[src/rtl/decode_stage.sv]
// Registered opcode decode stage with HALT/RUN FSM, flush and handshake.
// Optional load-use interlock: define LOAD_USE_INTERLOCK_EN.
module decode_stage #(
    parameter  int RA_W = 4,
    localparam int IW   = 4 + 3 * RA_W
) (
    input  logic            clk,
    input  logic            rst,
    input  logic            in_valid,
    output logic            in_ready,
    input  logic [IW-1:0]   instr,
    input  logic            flush,
    input  logic            resume,
    output logic            out_valid,
    input  logic            out_ready,
    output logic [RA_W-1:0] DA,
    output logic [RA_W-1:0] AA,
    output logic [RA_W-1:0] BA,
    output logic [2:0]      FS,
    output logic            RW,
    output logic            MB,
    output logic            MD,
    output logic            MJ,
    output logic            MM,
    output logic            MW,
    output logic            MK,
    output logic            A_thru,
    output logic            B_thru,
    output logic            illegal,
    output logic            halted
);

    typedef enum logic {RUN, HALT} state_t;

    typedef struct packed {
        logic [2:0] fs;
        logic       rw;
        logic       mb;
        logic       md;
        logic       mj;
        logic       mm;
        logic       mw;
        logic       mk;
        logic       a_thru;
        logic       b_thru;
        logic       ill;
    } ctrl_t;

    state_t          state_q, state_d;
    logic            valid_q, valid_d;
    ctrl_t           ctrl_q, ctrl_d, dec;
    logic [RA_W-1:0] da_q, da_d;
    logic [RA_W-1:0] aa_q, aa_d;
    logic [RA_W-1:0] ba_q, ba_d;

    logic [3:0]      op;
    logic [RA_W-1:0] da_in, aa_in, ba_in;
    logic            is_halt;
    logic            hazard;
    logic            accept;

    assign op    = instr[IW-1 -: 4];
    assign da_in = instr[3*RA_W-1 -: RA_W];
    assign aa_in = instr[2*RA_W-1 -: RA_W];
    assign ba_in = instr[RA_W-1:0];

    assign is_halt = (op == 4'hF) && (da_in == {RA_W{1'b1}});

    always_comb begin
        dec = '0;
        unique case (1'b1)
            (!op[3]): begin
                dec.rw = 1'b1;
                dec.fs = op[2:0];
            end
            (op == 4'h8): begin
                dec.rw     = 1'b1;
                dec.mb     = 1'b1;
                dec.b_thru = 1'b1;
            end
            (op == 4'h9): begin
                dec.rw = 1'b1;
                dec.md = 1'b1;
                dec.mm = 1'b1;
            end
            (op == 4'hA): begin
                dec.mw = 1'b1;
                dec.mm = 1'b1;
            end
            (op == 4'hB), (op == 4'hC): begin
                dec.mk     = 1'b1;
                dec.a_thru = 1'b1;
            end
            (op == 4'hD): begin
                dec.rw = 1'b1;
                dec.mj = 1'b1;
            end
            (op == 4'hE): begin
                dec = '0;
            end
            default: begin
                // 1111: NOP and HALT are legal, any other DA is not
                dec.ill = (da_in != '0) && !is_halt;
            end
        endcase
    end

`ifdef LOAD_USE_INTERLOCK_EN
    assign hazard = in_valid && valid_q && ctrl_q.md &&
                    ((aa_in == da_q) || (ba_in == da_q));
`else
    assign hazard = 1'b0;
`endif

    assign in_ready = !rst && !flush && (state_q == RUN) &&
                      !hazard && (!valid_q || out_ready);
    assign accept   = in_valid && in_ready;

    always_comb begin
        state_d = state_q;
        valid_d = valid_q;
        ctrl_d  = ctrl_q;
        da_d    = da_q;
        aa_d    = aa_q;
        ba_d    = ba_q;
        if (flush) begin
            valid_d = 1'b0;
            state_d = RUN;
        end else begin
            if (accept) begin
                valid_d = 1'b1;
                ctrl_d  = dec;
                da_d    = da_in;
                aa_d    = aa_in;
                ba_d    = ba_in;
            end else if (valid_q && out_ready) begin
                valid_d = 1'b0;
            end
            unique case (state_q)
                RUN:     if (accept && is_halt) state_d = HALT;
                HALT:    if (resume) state_d = RUN;
                default: state_d = RUN;
            endcase
        end
    end

    always_ff @(posedge clk) begin
        if (rst) begin
            state_q <= RUN;
            valid_q <= 1'b0;
            ctrl_q  <= '0;
            da_q    <= '0;
            aa_q    <= '0;
            ba_q    <= '0;
        end else begin
            state_q <= state_d;
            valid_q <= valid_d;
            ctrl_q  <= ctrl_d;
            da_q    <= da_d;
            aa_q    <= aa_d;
            ba_q    <= ba_d;
        end
    end

    assign out_valid = valid_q;
    assign DA        = da_q;
    assign AA        = aa_q;
    assign BA        = ba_q;
    assign FS        = ctrl_q.fs;
    assign RW        = ctrl_q.rw;
    assign MB        = ctrl_q.mb;
    assign MD        = ctrl_q.md;
    assign MJ        = ctrl_q.mj;
    assign MM        = ctrl_q.mm;
    assign MW        = ctrl_q.mw;
    assign MK        = ctrl_q.mk;
    assign A_thru    = ctrl_q.a_thru;
    assign B_thru    = ctrl_q.b_thru;
    assign illegal   = ctrl_q.ill;
    assign halted    = (state_q == HALT);

endmodule

[config.mk]
export PLATFORM = sky130hd
export DESIGN_NAME = decode_stage
export DESIGN_NICKNAME = d
export VERILOG_FILES = /design/src/rtl/decode_stage.sv
export SDC_FILE = /design/constraint.sdc
export NUM_CORES = 1
export LEC_CHECK = 0
export CAP_MARGIN = 30
export CORE_MARGIN = 3
export CORE_UTILIZATION = 35
export DETAILED_ROUTE_END_ITERATION = 16
export GPL_ROUTABILITY_DRIVEN = 0
export PLACE_DENSITY = 0.73
export SLEW_MARGIN = 10
export SYNTH_ARGS = -nofsm -noshare
export SYNTH_HDL_FRONTEND = slang
export SYNTH_SLANG_ARGS = --single-unit
[constraint.sdc]
create_clock -name clk -period 1.4 [get_ports clk]
set_clock_uncertainty 0.2 [all_clocks]
set_input_delay 0.28 -clock clk [delete_from_list [all_inputs] [get_ports clk]]
set_output_delay 0.28 -clock clk [all_outputs]
set_load 0.02 [all_outputs]
==> results of run 1 <==
==> power groups by stage <==
stage	clock [W]	sequential, W	combinational (W)
final	0.000318	0.000737	0.000241
after global routing	0.000360	0.000739	0.000260
after CTS	0.000331	0.000737	0.000244
after detailed placement	0	0.000753	0.000231
after global placement	0	0.000751	0.000228
after floorplan	0	0.000773	0.0000797
==> through the flow <==
step	power, W	hold WS [ps]	setup WS, ps
5_1_grt	0.001359	251.2	-202.0
2_1_floorplan	0.0008524	157.2	-8.908
3_3_place_gp	0.0009798	241.4	-747.1
4_1_cts	0.001312	225.2	-146.1
3_5_place_dp	0.0009838	249.9	-760.9
6_report	0.001295	258.2	-136.2
==> metal layers <==
metal	part of all wire, %	vias to the layer above	wire (um)
met3	4.3	6	131
li1	-	553	-
met5	0	-	0
met1	42	506	1265
met4	1.9	0	57
met2	52	28	1568
==> worst max-delay path: cells and delay by family, from the launching register on <==
family / cells / cell delay, ps
AND/OR/NAND/NOR: 2 / 280
buffers and inverters: 1 / 110
flip-flops: 1 / 360
==> state kept, by name (all words and copies together), names as in the netlist, 3 cells and up <==
register,cells
BA,4
DA,4
AA,4
FS,3
==> placed cells by master (no fill, tap or decap), types with 2 or more instances in the layout <==
master,count
clkdlybuf4s50_1,18
nor3_1,2
and3_4,3
inv_1,2
buf_6,5
nand4_1,2
nand2_1,34
buf_4,12
clkbuf_4,3
buf_2,26
nand3b_1,5
dfxtp_1,23
nor2_1,2
nand3_1,3
a21oi_1,20
dfxtp_2,2
dlygate4sd2_1,3
==> final cells by class <==
class	count	area, um2
sequential	25	503.0
clock buffer	4	26.28
multi-input combinational	91	524.3
fill	254	1156
timing repair buffer	66	525.5
tap	31	38.79
inverter	2	7.507
==> how the worst max path moves through the flow <==
stage | start | endpoint | slack, ps | cells after the start
after global placement | flush | in_ready | -750 | 4
after global routing | halted | in_ready | -200 | 3
after detailed placement | flush | in_ready | -760 | 4
final | halted | in_ready | -140 | 3
after CTS | halted | in_ready | -150 | 3
after floorplan | rst | illegal | -9 | 5
==> what timing repair did <==
item	in CTS	in global routing
setup endpoints to repair	53	27
pin swaps	10	0
setup buffers	3	0
cloned	3	0
gates resized for setup	136	2
==> kinds of logic after synthesis <==
kind of cell / Yosys count / synth area share (%)
simple gates: 62 / 29.87
compound gates: 26 / 13.79
flops: 25 / 48.37
buf+inv: 14 / 7.134
xor+xnor: 1 / 0.8466
==> results.json, run 1 <==
{
  "status": "complete, but fails checks",
  "violations": "negative setup slack",
  "setup_viol": 26,
  "hp-start": "flush",
  "ys_seq_area_share_pct": 48.37,
  "vias": 1093,
  "hold-path-endpoint": "halted",
  "p_leak_nw": 0.6847,
  "n_antenna_cell": 0,
  "worst_setup_path_start_kind": "flop",
  "ios": 50,
  "p_sw_share_pct": 25.58,
  "max-slew-margin-rel_pct": 81.20,
  "synth.distinct_cells": 28,
  "synth_top_area_share_pct": 48.37,
  "cts_tree": "done",
  "min_path_cells": 3,
  "synth_most_common_cell": "nand2_1",
  "synthTopCellsByArea": "dfxtp_1, nand2_1, a21oi_1",
  "reg2reg_depth": 5,
  "p_seq_share_pct": 56.9,
  "clock_tree.root_cell": "clkbuf_4",
  "synth-edff-count": 0,
  "synth_common_cells": "nand2_1, dfxtp_1, a21oi_1",
  "start_util_pct": 37.20,
  "end_kind": "output port",
  "slowest_stage": "dfxtp_2",
  "portBuffers": 49,
  "period_needed_ps": 1536,
  "clock_sinks": 25,
  "yosys.area.top_type": "dfxtp_1",
  "grt_overflow_total": 0,
  "grt_usage_pct": 17.89,
  "routed_wl_um": 3023,
  "worstSkewPairLatency_ps": 310,
  "tns_ps": -758.6,
  "rsz0062_at_grt": "true",
  "hpwlAfterDp_um": 1992,
  "antenna_found_initial": 0,
  "drc": 0,
  "post_dp_cell_area_um2": 1608,
  "synth-main-ff-cell": "dfxtp_1",
  "grtUsageMet1_pct": 22.85,
  "synthCells": 128,
  "fin_util_pct": 58.43,
  "cp_max_fo": 2,
  "ys_warn_count": 0,
  "die_h_um": 60.37,
  "post-route-worst-setup-slack_ps": -136.2,
  "clkPwrFrac_pct": 24.5,
  "maxSlewViolCount": 0,
  "numCtsBuffers": 3,
  "met2_usage_pct": 29.94,
  "nets": 211,
  "areaGrowthSynthToFinish_pct": 57.07,
  "vias_per_cell": 4.991,
  "reg2reg_to": "illegal",
  "r2r_setup_slack_ps": -110,
  "postRouteAntennaNets": 0,
  "fin_crit_sh_pct": 109.7,
  "crit_path_cell_trace": "nor3_4 -> and2_4 -> buf_6",
  "async_flop_share_pct": 0,
  "required_ps": 920,
  "synth.avg_cell_area_um2": 8.084,
  "crit_type": "reg2out",
  "crit_arrival_ps": 1060,
  "final_cells": 219,
  "r2r-start": "halted",
  "grt_util_met3_pct": 2.128,
  "hold_violations": 0,
  "p_int_w": 0.0009637,
  "busiest_layer": "met2",
  "fmaxAchievable_mhz": 651.0,
  "stdcell_area_um2": 1625,
  "die_w_um": 60.37,
  "num_rows": 19,
  "worst_pin_slew_ps": 282.0,
  "hold_buffers": 0,
  "p_switching_w": 0.0003313,
  "core_area_um2": 2781,
  "powerDensity_nw_per_um2": 796.8,
  "clkTransAtPathRegs_ps": 130,
  "htreeDepth": 1,
  "dpl.cell_count": 210,
  "grt_first_pass_wirelength_um": 4912,
  "slowest_delay_ps": 360,
  "synth_seq_cells": 25,
  "drtPass1Iterations": 4,
  "drive_gt1_share_pct": 33.51,
  "drt_iter0_markers": 31,
  "pwr-share-comb_pct": 18.6,
  "clockBufferDepth": 2,
  "grt_max_degree": 26,
  "ir_worst_vdd_v": 0.0005048,
  "routedWlPerCell_um": 13.80,
  "grt_pass1_vias": 1061,
  "hp-class": "in2reg",
  "drv_cap": 0,
  "synth_area_um2": 1035,
  "die_area_um2": 3645,
  "syn_nets": 150
}
No activity file was read; power rests on OpenSTA's default activity.
==> inputs of run 2 (changes only) <==
TNS_END_PERCENT = 5   (was unset)
==> results.json, run 2 (same netlist as run 1, synthesis figures left out) <==
{
  "status": "complete, but fails checks",
  "violations": "negative setup slack",
  "drive_gt1_share_pct": 31.55,
  "crit_type": "reg2out",
  "grt_max_degree": 26,
  "hp-class": "in2reg",
  "worstSkewPairLatency_ps": 310,
  "fillers": 283,
  "end_kind": "output port",
  "vias": 1071,
  "grt_first_pass_wirelength_um": 4464,
  "clockBufferDepth": 2,
  "most-common-layout-cells": "nand2_1, buf_2, dfxtp_1",
  "path_depth": 3,
  "portBuffers": 49,
  "drc": 0,
  "worst_pin_slew_ps": 269.7,
  "hp-start": "flush",
  "crit_path_cell_trace": "nor3_4 -> and2_4 -> buf_6",
  "holdWs_ps": 233.6,
  "clkTransAtPathRegs_ps": 140,
  "layout_commonest_cell": "nand2_1",
  "vias_per_cell": 4.913,
  "required_ps": 920,
  "grt_overflow_total": 0,
  "clock_tree.root_cell": "clkbuf_4",
  "crit_arrival_ps": 1050,
  "numCtsBuffers": 3,
  "hold-path-endpoint": "halted",
  "period_needed_ps": 1532,
  "cp_max_fo": 2,
  "max-slew-margin-rel_pct": 82.02,
  "r2r_setup_slack_ps": -70,
  "die_area_um2": 3645,
  "grt_pass1_vias": 1041,
  "p_int_w": 0.0009589,
  "fin_util_pct": 56.64,
  "core_area_um2": 2781,
  "powerDensity_nw_per_um2": 807.8,
  "multi_input_comb_area_um2": 490.5,
  "hold_violations": 0,
  "ir_worst_vdd_v": 0.0005855,
  "fmaxAchievable_mhz": 652.7,
  "die_w_um": 60.37,
  "ios": 50,
  "worst_setup_path_start_kind": "flop",
  "p_seq_share_pct": 57.9,
  "n_antenna_cell": 0,
  "rsz0062_at_grt": "true",
  "setup_viol": 18,
  "post-route-worst-setup-slack_ps": -132.0,
  "start_util_pct": 37.20,
  "die_h_um": 60.37,
  "pwr-share-comb_pct": 18.1,
  "p_switching_w": 0.0003136,
  "routedWlPerCell_um": 12.80,
  "min_path_cells": 3,
  "p_leak_nw": 0.6670,
  "drt_iter0_markers": 26,
  "htreeDepth": 1,
  "hpwlAfterDp_um": 2130,
  "nets": 210,
  "clock_sinks": 25,
  "reg2reg_depth": 6,
  "reg2reg_to": "MJ",
  "grt_usage_pct": 15.71,
  "tns_ps": -726.2,
  "worst-path-buf-inv": 1,
  "drv_cap": 0,
  "routed_wl_um": 2790,
  "drtPass1Iterations": 4,
  "r2r-start": "halted",
  "post_cts_buffers": 0,
  "slowest_delay_ps": 360,
  "clkPwrFrac_pct": 24.0,
  "fin_crit_sh_pct": 109.4,
  "postRouteAntennaNets": 0,
  "maxSlewViolCount": 0,
  "regArea_um2": 503.0,
  "slowest_stage": "dfxtp_2",
  "antenna_found_initial": 0,
  "p_sw_share_pct": 24.64,
  "num_rows": 19,
  "cts_tree": "done",
  "crit_family": "flip-flops",
  "areaGrowthSynthToFinish_pct": 52.24
}
## run 2: how the worst max path moves through the flow
stage,end,start,slack [ps]
2_1_floorplan,MK,out_valid,-30
3_3_place_gp,in_ready,flush,-750
3_5_place_dp,in_ready,flush,-770
4_1_cts,in_ready,halted,-140
5_1_grt,in_ready,halted,-190
6_report,in_ready,halted,-130
## run 2: what timing repair did
| action | CTS | global route |
|---|---|---|
| resized for setup | 123 | 8 |
| endpoints found under the setup margin | 53 | 31 |
| pin swaps | 1 | 1 |
| hold buffers | 0 | 0 |
## run 2: area by class of cell
class,instances,area share (%)
Timing Repair Buffer,67,32.33
Inverter,2,0.4766
Tap cell,31,2.462
Clock buffer,4,1.668
Sequential cell,25,31.93
Multi-Input combinational cell,89,31.14
## run 2: worst min-delay path, stage by stage
cell and delay [ps]:
dlygate4sd2_1 270, buf_4 140, nor3_1 40
## run 2: metal layers
| metal | GRT usage, % | routed length [um] | up-vias | part of all wire (%) |
|---|---|---|---|---|
| met5 | 0 | 0 | - | 0 |
| met4 | 4.747 | 25 | 0 | 0.90 |
| met3 | 1.702 | 120 | 2 | 4.3 |
| met2 | 29.32 | 1488 | 24 | 53 |
| met1 | 18.73 | 1156 | 499 | 41 |
| li1 | - | - | 546 | - |
## run 2: power by group through the flow
stage               combinational [W]  clock (W)  sequential, W
finish                       0.000230   0.000306       0.000736
floorplan                   0.0000782          0       0.000773
CTS                          0.000230   0.000319       0.000737
global route                 0.000250   0.000349       0.000738
global placement             0.000234          0       0.000751
detailed placement           0.000238          0       0.000753
## run 2: stage by stage
| step | setup slack, ps | total power [W] | area, um2 | std cells |
|---|---|---|---|---|
| floorplan | -34.46 | 0.0008510 | 1035 | 128 |
| global placement | -748.0 | 0.0009851 | 1633 | 214 |
| detailed placement | -768.8 | 0.0009910 | 1633 | 214 |
| CTS | -142.7 | 0.001286 | 1585 | 218 |
| global route | -186.2 | 0.001338 | 1575 | 218 |
| finish | -132.0 | 0.001272 | 1575 | 218 |
==> inputs of run 3 (changes only) <==
GPL_TIMING_DRIVEN = 0   (was unset)
TNS_END_PERCENT = 50   (was 5)
==> results.json, run 3 (same netlist as run 1, synthesis figures left out) <==
{
  "worst-path-buf-inv": 1,
  "numCtsBuffers": 3,
  "vias_per_cell": 4.933,
  "setup_viol": 24,
  "die_area_um2": 3645,
  "hold-path-endpoint": "illegal",
  "clkTransAtPathRegs_ps": 140,
  "grt_max_degree": 16,
  "drt_iter0_markers": 34,
  "required_ps": 920,
  "rsz0062_at_grt": "true",
  "drv_cap": 0,
  "fin_total_pwr_w": 0.001287,
  "slowest_stage": "dfxtp_2",
  "violations": "negative setup slack",
  "fmaxAchievable_mhz": 638.3,
  "routedWlPerCell_um": 13.76,
  "reg2reg_depth": 6,
  "die_w_um": 60.37,
  "clock_sinks": 25,
  "portBuffers": 45,
  "hp-start": "rst",
  "path_depth": 3,
  "min_path_cells": 3,
  "areaGrowthSynthToFinish_pct": 47.64,
  "drtPass1Iterations": 5,
  "r2r-start": "halted",
  "postRouteAntennaNets": 0,
  "crit_arrival_ps": 1090,
  "hpwlAfterDp_um": 2101,
  "hold_violations": 0,
  "clockBufferDepth": 2,
  "worst_setup_path_start_kind": "flop",
  "hp-class": "in2reg",
  "routed_wl_um": 2889,
  "period_needed_ps": 1567,
  "htreeDepth": 1,
  "vias": 1036,
  "post-route-worst-setup-slack_ps": -166.6,
  "die_h_um": 60.37,
  "layout_commonest_cell": "nand2_1",
  "antenna_found_initial": 0,
  "maxSlewViolCount": 0,
  "nets": 202,
  "cp_max_fo": 3,
  "most-common-layout-cells": "nand2_1, buf_2, dfxtp_1",
  "max-slew-margin-rel_pct": 60.37,
  "ios": 50,
  "cts_tree": "done",
  "grt_pass1_vias": 942,
  "fin_util_pct": 54.93,
  "slowest_delay_ps": 370,
  "powerDensity_nw_per_um2": 842.7,
  "num_rows": 19,
  "p_leak_nw": 0.6184,
  "worstSkewPairLatency_ps": 320,
  "crit_family": "flip-flops",
  "grt_overflow_total": 0,
  "ir_worst_vdd_v": 0.0006999,
  "drive_gt1_share_pct": 31.84,
  "drc": 0,
  "crit_type": "reg2out",
  "r2r_setup_slack_ps": -110,
  "clock_tree.root_cell": "clkbuf_4",
  "core_area_um2": 2781,
  "worst_pin_slew_ps": 594.5,
  "reg2reg_to": "FS[0]",
  "grt_usage_pct": 16.05,
  "fin_crit_sh_pct": 111.9,
  "crit_path_cell_trace": "nor3_4 -> and2_4 -> buf_6",
  "start_util_pct": 37.20,
  "n_antenna_cell": 0,
  "grt_first_pass_wirelength_um": 4416,
  "dpl_worst_slack_ps": -850.3,
  "status": "complete, but fails checks",
  "end_kind": "output port"
}
run 3: cell types whose count changed in the layout (fill, tap and decap cells not counted), sizes merged:
cell / delta
buf: -11
clkbuf: +5
dlygate4sd3: +1
clkinvlp: +1
clkdlybuf4s50: -4
run 3: metrics by stage:
step | hold slack [ps] | cells | setup TNS (ps) | cell area (um2)
after floorplan | 157.2 | 128 | -71.44 | 1036
after global placement | 240.3 | 204 | -14490 | 1525
after detailed placement | 249.1 | 204 | -15760 | 1525
after CTS | 86.88 | 210 | -899.2 | 1501
after global routing | 89.91 | 210 | -3584 | 1528
final | 83.94 | 210 | -1473 | 1528
run 3: what timing repair did:
action	4_1_cts	5_1_grt
endpoints found under the setup margin	53	28
hold buffers	1	0
gates resized for setup	138	7
endpoints found under the hold margin	4	0
buffers inserted	1	0
gates cloned	0	0
pin swaps	5	0
run 3: routing by layer:
layer	vias to the layer above	GRT usage [%]	wire, um
met2	28	26.54	1457
met5	-	0	0
met4	0	5.696	44
met1	471	20.42	1221
li1	531	-	-
met3	6	3.830	166
run 3: worst register-to-register path, stage by stage, from the launching register on:
cell and delay, ps:
dfxtp_2 370, nor3_4 130, buf_4 160, and3_4 220, buf_6 140, nand3b_1 120, a21oi_2 140
run 3: cell type report:
class	instances	area [um2]
tap	31	38.79
sequential	25	505.5
timing repair buffer	47	342.8
clock inverter	1	7.507
fill	283	1254
inverter	2	7.507
buffer	12	93.84
clock buffer	3	22.52
multi-input combinational	89	509.2
run 3: how the worst max path moves through the flow:
stage           start        to
2_1_floorplan     rst   illegal
3_3_place_gp    flush  in_ready
3_5_place_dp    flush  in_ready
4_1_cts        halted  in_ready
5_1_grt        halted  in_ready
6_report       halted  in_ready
run 3: power breakdown:
group | leakage (nW) | internal (W) | total [W] | switching, W
sequential | 0.205 | 0.000729 | 0.000737 | 0.00000861
combinational | 0.400 | 0.000101 | 0.000211 | 0.000111
clock | 0.0139 | 0.000109 | 0.000339 | 0.000229
